## src/rtl/cpu_pkg.sv

```systemverilog
// Shared CPU definitions: loader state encodings, instruction geometry and
// the load/store opcodes also decoded by the control FSM.
package cpu_pkg;

  localparam int INST_W     = 16;
  localparam int OPCODE_MSB = 15;
  localparam int OPCODE_LSB = 12;

  localparam logic [3:0] OP_LOAD     = 4'b0111;
  localparam logic [3:0] OP_STORE    = 4'b1101;
  localparam logic [3:0] OP_LOAD_IMM = 4'b1110;

  typedef enum logic [1:0] {
    S_EMPTY = 2'd0,
    S_HALF  = 2'd1,
    S_FULL  = 2'd2,
    S_EXEC  = 2'd3
  } load_state_t;

  function automatic logic [3:0] opcode_of(input logic [INST_W-1:0] inst);
    return inst[OPCODE_MSB:OPCODE_LSB];
  endfunction

endpackage

```

## src/rtl/inst_loader_if.sv

```systemverilog
// Signals between the user panel, the instruction loader and the control FSM.
interface inst_loader_if;
  import cpu_pkg::*;

  // Signalling: btn_edge is a one-cycle strobe per accepted press; inst_done is a
  // level held while a complete instruction waits; exec_busy is a level from the
  // control FSM and is sampled only on a btn_edge cycle (or while executing).
  logic              btn_in;
  logic [7:0]        sw_in;
  logic              exec_busy;
  logic              btn_edge;
  logic              inst_done;
  logic [INST_W-1:0] instr;
  logic [3:0]        opcode;
  logic [1:0]        load_state;

  modport slave (
    input  btn_in, sw_in, exec_busy,
    output btn_edge, inst_done, instr, opcode, load_state
  );

  modport master (
    output btn_in, sw_in, exec_busy,
    input  btn_edge, inst_done, instr, opcode, load_state
  );

endinterface

```

## src/rtl/btn_conditioner.sv

```systemverilog
// Push-button synchroniser, optional debouncer and rising-edge strobe.
// Debounce counter exists only when INST_LOADER_DEBOUNCE_EN is defined.
module btn_conditioner #(
  parameter int unsigned DEBOUNCE_CYCLES = 16
) (
  input  logic clk,
  input  logic rst_n,
  input  logic btn_in,
  output logic btn_edge
);

  logic       sync_q1;
  logic       sync_q2;
  logic       level;
  logic       level_d;
  logic       armed;
  logic [1:0] warm;

  always_ff @(posedge clk or negedge rst_n) begin
    if (!rst_n) begin
      sync_q1 <= 1'b0;
      sync_q2 <= 1'b0;
    end else begin
      sync_q1 <= btn_in;
      sync_q2 <= sync_q1;
    end
  end

  // Edges are armed only once the synchronised button has been seen released
  // after reset, so a button held through reset release never strobes.
  always_ff @(posedge clk or negedge rst_n) begin
    if (!rst_n) begin
      warm     <= 2'b00;
      armed    <= 1'b0;
      level_d  <= 1'b0;
      btn_edge <= 1'b0;
    end else begin
      warm     <= {warm[0], 1'b1};
      armed    <= armed | (warm[1] & ~sync_q2);
      level_d  <= level;
      btn_edge <= armed & level & ~level_d;
    end
  end

`ifdef INST_LOADER_DEBOUNCE_EN
  localparam logic [15:0] CNT_LAST = 16'(DEBOUNCE_CYCLES - 1);

  logic [15:0] cnt;
  logic        deb;

  // Counts consecutive samples that disagree with the debounced level; the
  // count never exceeds CNT_LAST, so it cannot wrap.
  always_ff @(posedge clk or negedge rst_n) begin
    if (!rst_n) begin
      cnt <= '0;
      deb <= 1'b0;
    end else if (sync_q2 == deb) begin
      cnt <= '0;
    end else if (cnt >= CNT_LAST) begin
      deb <= sync_q2;
      cnt <= '0;
    end else begin
      cnt <= cnt + 16'd1;
    end
  end

  assign level = deb;
`else
  assign level = sync_q2;

  // Hardware-debounced button: the debounce length has no effect here.
  if (DEBOUNCE_CYCLES == 0) begin : g_debounce_unused
  end
`endif

endmodule

```

## src/rtl/inst_loader.sv

```systemverilog
// Instruction loader: assembles a 16-bit instruction from two switch bytes on
// debounced button presses; the third press triggers execution.
module inst_loader
  import cpu_pkg::*;
#(
  parameter int unsigned DEBOUNCE_CYCLES = 16,
  parameter int          INST_W          = cpu_pkg::INST_W
) (
  input logic          clk,
  input logic          rst_n,
  inst_loader_if.slave bus
);

  load_state_t       state;
  load_state_t       next_state;
  logic              seen;
  logic              cap_lo;
  logic              cap_hi;
  logic              btn_edge;
  logic              inst_done_q;
  logic [INST_W-1:0] instr_q;

  btn_conditioner #(
    .DEBOUNCE_CYCLES(DEBOUNCE_CYCLES)
  ) u_btn (
    .clk     (clk),
    .rst_n   (rst_n),
    .btn_in  (bus.btn_in),
    .btn_edge(btn_edge)
  );

  always_comb begin
    next_state = state;
    cap_lo     = 1'b0;
    cap_hi     = 1'b0;
    case (state)
      S_EMPTY: if (btn_edge && !bus.exec_busy) begin
        cap_lo     = 1'b1;
        next_state = S_HALF;
      end
      S_HALF: if (btn_edge && !bus.exec_busy) begin
        cap_hi     = 1'b1;
        next_state = S_FULL;
      end
      S_FULL: if (btn_edge) next_state = S_EXEC;
      // Stay at least two cycles so the FSM has left IDLE before we release.
      S_EXEC: if (!bus.exec_busy && seen) next_state = S_EMPTY;
      default: next_state = S_EMPTY;
    endcase
  end

  always_ff @(posedge clk or negedge rst_n) begin
    if (!rst_n) begin
      state       <= S_EMPTY;
      seen        <= 1'b0;
      inst_done_q <= 1'b0;
    end else begin
      state       <= next_state;
      seen        <= (state == S_EXEC) && (next_state == S_EXEC);
      inst_done_q <= (next_state == S_FULL);
    end
  end

  always_ff @(posedge clk or negedge rst_n) begin
    if (!rst_n) begin
      instr_q <= '0;
    end else begin
      if (cap_lo) instr_q[7:0]        <= bus.sw_in;
      if (cap_hi) instr_q[INST_W-1:8] <= bus.sw_in;
    end
  end

  assign bus.btn_edge   = btn_edge;
  assign bus.inst_done  = inst_done_q;
  assign bus.instr      = instr_q;
  assign bus.opcode     = opcode_of(instr_q);
  assign bus.load_state = state;

endmodule

```

## src/flat_wrapper.sv

```systemverilog
// flat-port wrapper written by rule: the top's interface ports become plain ports
module inst_loader_flat import cpu_pkg::*;
#(
  parameter int unsigned DEBOUNCE_CYCLES = 16,
  parameter int          INST_W          = cpu_pkg::INST_W
)
  (clk, rst_n, bus_btn_in, bus_sw_in, bus_exec_busy, bus_btn_edge, bus_inst_done, bus_instr, bus_opcode, bus_load_state);
  inst_loader_if bus_i ();
  input logic clk;
  input logic rst_n;
  input wire logic [$bits(bus_i.btn_in)-1:0] bus_btn_in;
  input wire logic [$bits(bus_i.sw_in)-1:0] bus_sw_in;
  input wire logic [$bits(bus_i.exec_busy)-1:0] bus_exec_busy;
  output wire logic [$bits(bus_i.btn_edge)-1:0] bus_btn_edge;
  output wire logic [$bits(bus_i.inst_done)-1:0] bus_inst_done;
  output wire logic [$bits(bus_i.instr)-1:0] bus_instr;
  output wire logic [$bits(bus_i.opcode)-1:0] bus_opcode;
  output wire logic [$bits(bus_i.load_state)-1:0] bus_load_state;
  assign bus_i.btn_in = bus_btn_in;
  assign bus_i.sw_in = bus_sw_in;
  assign bus_i.exec_busy = bus_exec_busy;
  assign bus_btn_edge = bus_i.btn_edge;
  assign bus_inst_done = bus_i.inst_done;
  assign bus_instr = bus_i.instr;
  assign bus_opcode = bus_i.opcode;
  assign bus_load_state = bus_i.load_state;
  inst_loader #(.DEBOUNCE_CYCLES(DEBOUNCE_CYCLES), .INST_W(INST_W)) u_core (.clk(clk), .rst_n(rst_n), .bus(bus_i));
endmodule
```

## config.mk

```make
export PLATFORM = sky130hd
export DESIGN_NAME = inst_loader_flat
export DESIGN_NICKNAME = d
export VERILOG_FILES = /design/src/rtl/cpu_pkg.sv /design/src/rtl/inst_loader_if.sv /design/src/rtl/btn_conditioner.sv /design/src/rtl/inst_loader.sv /design/src/flat_wrapper.sv
export SDC_FILE = /design/constraint.sdc
export NUM_CORES = 1
export LEC_CHECK = 0
export ABC_AREA = 1
export CAP_MARGIN = 25
export CORE_ASPECT_RATIO = 1.5
export CORE_MARGIN = 10
export CORE_UTILIZATION = 46
export CTS_BUF_LIST = sky130_fd_sc_hd__clkbuf_2
export DETAILED_ROUTE_END_ITERATION = 8
export PLACE_DENSITY = 0.89
export SLEW_MARGIN = 30
export SYNTH_ARGS = -nofsm -noshare
export SYNTH_HDL_FRONTEND = slang
export SYNTH_SLANG_ARGS = --single-unit
```

## constraint.sdc

```tcl
create_clock -name clk -period 1.5 [get_ports clk]
set_clock_uncertainty 0.05 [all_clocks]
set_input_delay 0.225 -clock clk [delete_from_list [all_inputs] [get_ports clk]]
set_output_delay 0.225 -clock clk [all_outputs]
set_load 0.02 [all_outputs]
```

Yosys cells after proc, flatten, opt, wreduce, memory -nomap -nowiden. Cells that the tools add are included.

Equality and inequality tests: 5. Multiplexer cells: 8. Bitwise gates (word level): 6. Reduce and logical (&&, ||, !) cells: 5.

Operator list (number): $eq A2 B2 Y1 const B (4); $mux W2 (4); $pmux W2 S4 (1); $and A1 B1 Y1 (3); $logic_and A1 B1 Y1 (3); $mux W1 (3); $eq A2 B1 Y1 const B (1); $logic_not A2 Y1 (1); $not A1 Y1 (2); $logic_not A1 Y1 (1); $or A1 B1 Y1 (1).

Flip-flop bits (word level): 27. Input bits: 12. Word-level logic and storage cells: 35.

Longest topological paths before layout.
Depth in word-level cells: 6. Depth in mapped cells: 7. Mapped depth without buffers: 7.

Hierarchy. Synthesis repeated with hierarchy kept, for this count alone.

Cells, all modules: 100. Area, all modules: 1076.0 um^2.

By module, submodules not included: inst_loader (instances 1, cells an instance 86, area each 872.1 um^2, sequential area each 500.5 um^2); btn_conditioner (instances 1, cells an instance 14, area each 203.9 um^2, sequential area each 175.2 um^2).

Worst setup path after synthesis. No wires, ideal clock.

Path kind: register to register. From: register u_core.state[1] (netlist: u_core.bus.load_state[1]). To: register u_core.instr_q[5] (netlist: u_core.bus.instr[5]). Setup time: 0.118 ns. Arrival time: 1.020 ns. Data required time: 1.332 ns. Slack: 0.312 ns. Cell stages (with the launch flop): 6. Buffers on the path: 1. Period minus slack after synthesis: 1.188 ns. Path through: dfrtp_1 -> nor2_1 -> nand2_2 -> buf_6 -> nand2_1 -> o21ai_2.

Longest elaborated chain between the ends: 2.

RTL lines: start: declaration (line inst_loader.sv:14) `load_state_t state;`; start signal: assignment (line inst_loader.sv:58) `state <= next_state;`; $logic_not A2 Y1 (line inst_loader.sv:36) `case (state)`; $mux W1 (line inst_loader.sv:36); end signal: assignment (line inst_loader.sv:68) `if (cap_lo) instr_q[7:0] <= bus.sw_in;`; end signal: indexed assignment (line inst_loader.sv:69) `if (cap_hi) instr_q[INST_W-1:8] <= bus.sw_in;`; end: declaration (line inst_loader.sv:21) `logic [INST_W-1:0] instr_q;`.

No other way between the ends. A chain may end at the register's enable or synchronous reset.

Worst setup path in the final report.
From: register u_core.instr_q[13] (netlist: u_core.bus.instr[13]). To: output bus_instr[13].

RTL lines: end: declaration (line flat_wrapper.sv:16) `output wire logic [$bits(bus_i.instr)-1:0] bus_instr;`.

No word-level cell between the ends.

==> results.toml <==
[critical_path]
cp.buffers_inverters = 1
crit_slowest_cell = "dfrtp_1"
worstReg2RegStart = "u_core.bus.load_state[1]"
rrSetupSlack_ns = 0.25
rr_worst_depth = 6
startpoint_type = "flop"
worstPathMaxFanout = 3
worstPathRequired_ns = 1.22
crit_family = "flip-flops"
worst_r2r_endpoint = "u_core.bus.instr[7]"
critical_path_class = "flop to primary output"
critPathMaxStageDelay_ns = 0.46
worstPathArrival_ns = 1.13
crit_path_cell_trace = "dlygate4sd2_1"
end_kind = "primary output"

[place]
place_congestion = 0.7481
hpwl_um = 1807
dp_cells = 154
numPortBuffers = 35

[floorplanning]
num_rows = 21
die_w_um = 59.38
die_area_sq_um = 4694
io_pins = 36
die_h_um = 79.07
initial_core_util_pct = 47.90
core_sq_um = 2233

[finish]
largest_reg_flops = 16
seqCellArea_sq_um = 675.6
syn2layout_area_growth_pct = 33.10
antenna-diode-count = 0
multi_input_area_sq_um = 289.0
drive_gt1_share_pct = 20.59
fin_nets = 149
nFillCells = 192
final_cell_count_no_fill = 159

[min_path]
hold_class = "primary input to asynchronous set/reset pin"

[timing]
max_freq_ghz = 0.7126
slew_violations = 0
period_needed_ns = 1.403
hold_ws_ns = 0.1531
setup_viol = 0
grt_setup_unrepaired = "no"
fin_tns_setup_ns = 0
fin_crit_sh_pct = 93.56
finalHoldViolCount = 0

[clocking]
cts_tree = "done"
numCtsBuffers = 3
cts.sinks = 27
root_buffer = "clkbuf_2"
clockBufferDepth = 2
clk_latency_ns = 0.34
cts_hold_buf = 0
htree_num_levels = 1
clk_pin_slew_ns = 0.25

[drt]
via_count = 759
antenna_left = 0
firstDrtPassIters = 4
wirelength_um = 2258
remaining_drc_errors = 0
post_drt_wl_per_cell_um = 14.20
vias_per_cell = 4.774
drtIter0Drc = 10

[logic_synthesis]
synth_top_area_share_pct = 63.16
synthArstFlopShare_pct = 100.0
ys_warn_count = 0
synth_area_per_cell_sq_um = 10.92
synth_nets = 110
synth_common_cells = "27 x dfrtp_1, 21 x nand2_1, 13 x o21ai_2"
synth.most_common_cell = "dfrtp_1"
syn_area_sq_um = 1070
synth_largest_area_cell = "dfrtp_1"
seq_area_frac_synth_pct = 63.16
synth_cells = 98
ys_top_cells_by_area = "dfrtp_1 63%, o21ai_2 11%, nand2_1 7.4%"
synth-edff-count = 0
ys_types = 16
ys_ff_latch = 27
synthFlopType = "dfrtp_1"

[grt]
grt.met1_usage_pct = 11.20
busiest_layer = "met2"
grt_overflow = 0
grtUsageMet2_pct = 17.43
grt_pass1_vias = 795
gr-usage-all-layers_pct = 10.38
use_met3_pct = 3.025
grt_max_degree = 28
antenna_found_initial = 0
grt_pass1_wl_um = 3829

[pwr]
power.ir.vdd_worst_v = 0.001039
power_density_nw_per_um2 = 1860
leakagePower_nw = 0.7789

[flow_run]
max_cap_violations = 0

[outcome]
status = "completed"
==> metrics by stage <==
step	util, %	area (sq um)	power, mW	setup WS (ns)
detailed placement	63.87	1426	2.618	0.04205
global route	63.75	1424	2.843	0.006574
floorplan	-	1070	1.931	0.3122
finish	63.75	1424	2.648	0.09662
CTS	63.75	1424	2.690	0.07073
global placement	63.87	1426	2.557	0.08898
==> cell usage in the layout (no fill, tap or decap), drive strengths merged, types with 3 or more instances in the layout <==
master	instances
nor2	6
clkbuf	3
nand2	23
clkdlybuf4s50	11
nand3	3
o21ai	16
inv	14
dlygate4sd2	24
dfrtp	27
buf	5
==> layer usage <==
| layer | routed length (um) | vias to the layer above | part of all wire (%) |
|---|---|---|---|
| met1 | 818 | 361 | 36 |
| met2 | 1233 | 19 | 55 |
| met3 | 162 | 2 | 7.2 |
| li1 | - | 377 | - |
| met5 | 0 | - | 0 |
| met4 | 45 | 0 | 2.0 |
==> timing repair <==
item / in CTS / in global routing
setup buffers: 1 / 0
resized for setup: 24 / 0
setup endpoints to repair: 24 / 0
==> report_power, final <==
group / switching, mW / internal (mW)
Sequential: 0.133 / 0.972
Combinational: 0.778 / 0.500
Clock: 0.204 / 0.0605
Total: 1.12 / 1.53
==> layout make-up <==
cell class | count | area share (%)
inverters | 14 | 3.691
clock buffers | 3 | 1.054
well taps | 23 | 2.021
flip-flops and latches | 27 | 47.45
clock inverters | 1 | 0.3515
repair buffers | 40 | 25.13
multi-input cells | 51 | 20.30
==> how the worst max path moves through the flow <==
| stage | from | endpoint | slack [ns] | cells past startpoint |
|---|---|---|---|---|
| 2_1_floorplan | u_core.bus.load_state[1] | u_core.bus.instr[5] | 0.31 | 5 |
| 3_3_place_gp | bus_exec_busy | u_core.bus.instr[6] | 0.09 | 8 |
| 3_5_place_dp | bus_exec_busy | u_core.bus.instr[7] | 0.04 | 8 |
| 4_1_cts | u_core.bus.instr[13] | bus_instr[13] | 0.07 | 1 |
| 5_1_grt | u_core.bus.instr[13] | bus_instr[13] | 0.007 | 1 |
| 6_report | u_core.bus.instr[13] | bus_instr[13] | 0.1 | 1 |
==> cells by family after synthesis <==
kind of cell	Yosys count	synth area share [%]
AND/OR/NAND/NOR	32	13.22
flip-flops	27	63.16
other	1	0.3505
AO/OA/AOI/OAI	18	13.45
buffers and inverters	20	9.824
No activity file was read; power rests on OpenSTA's default activity.
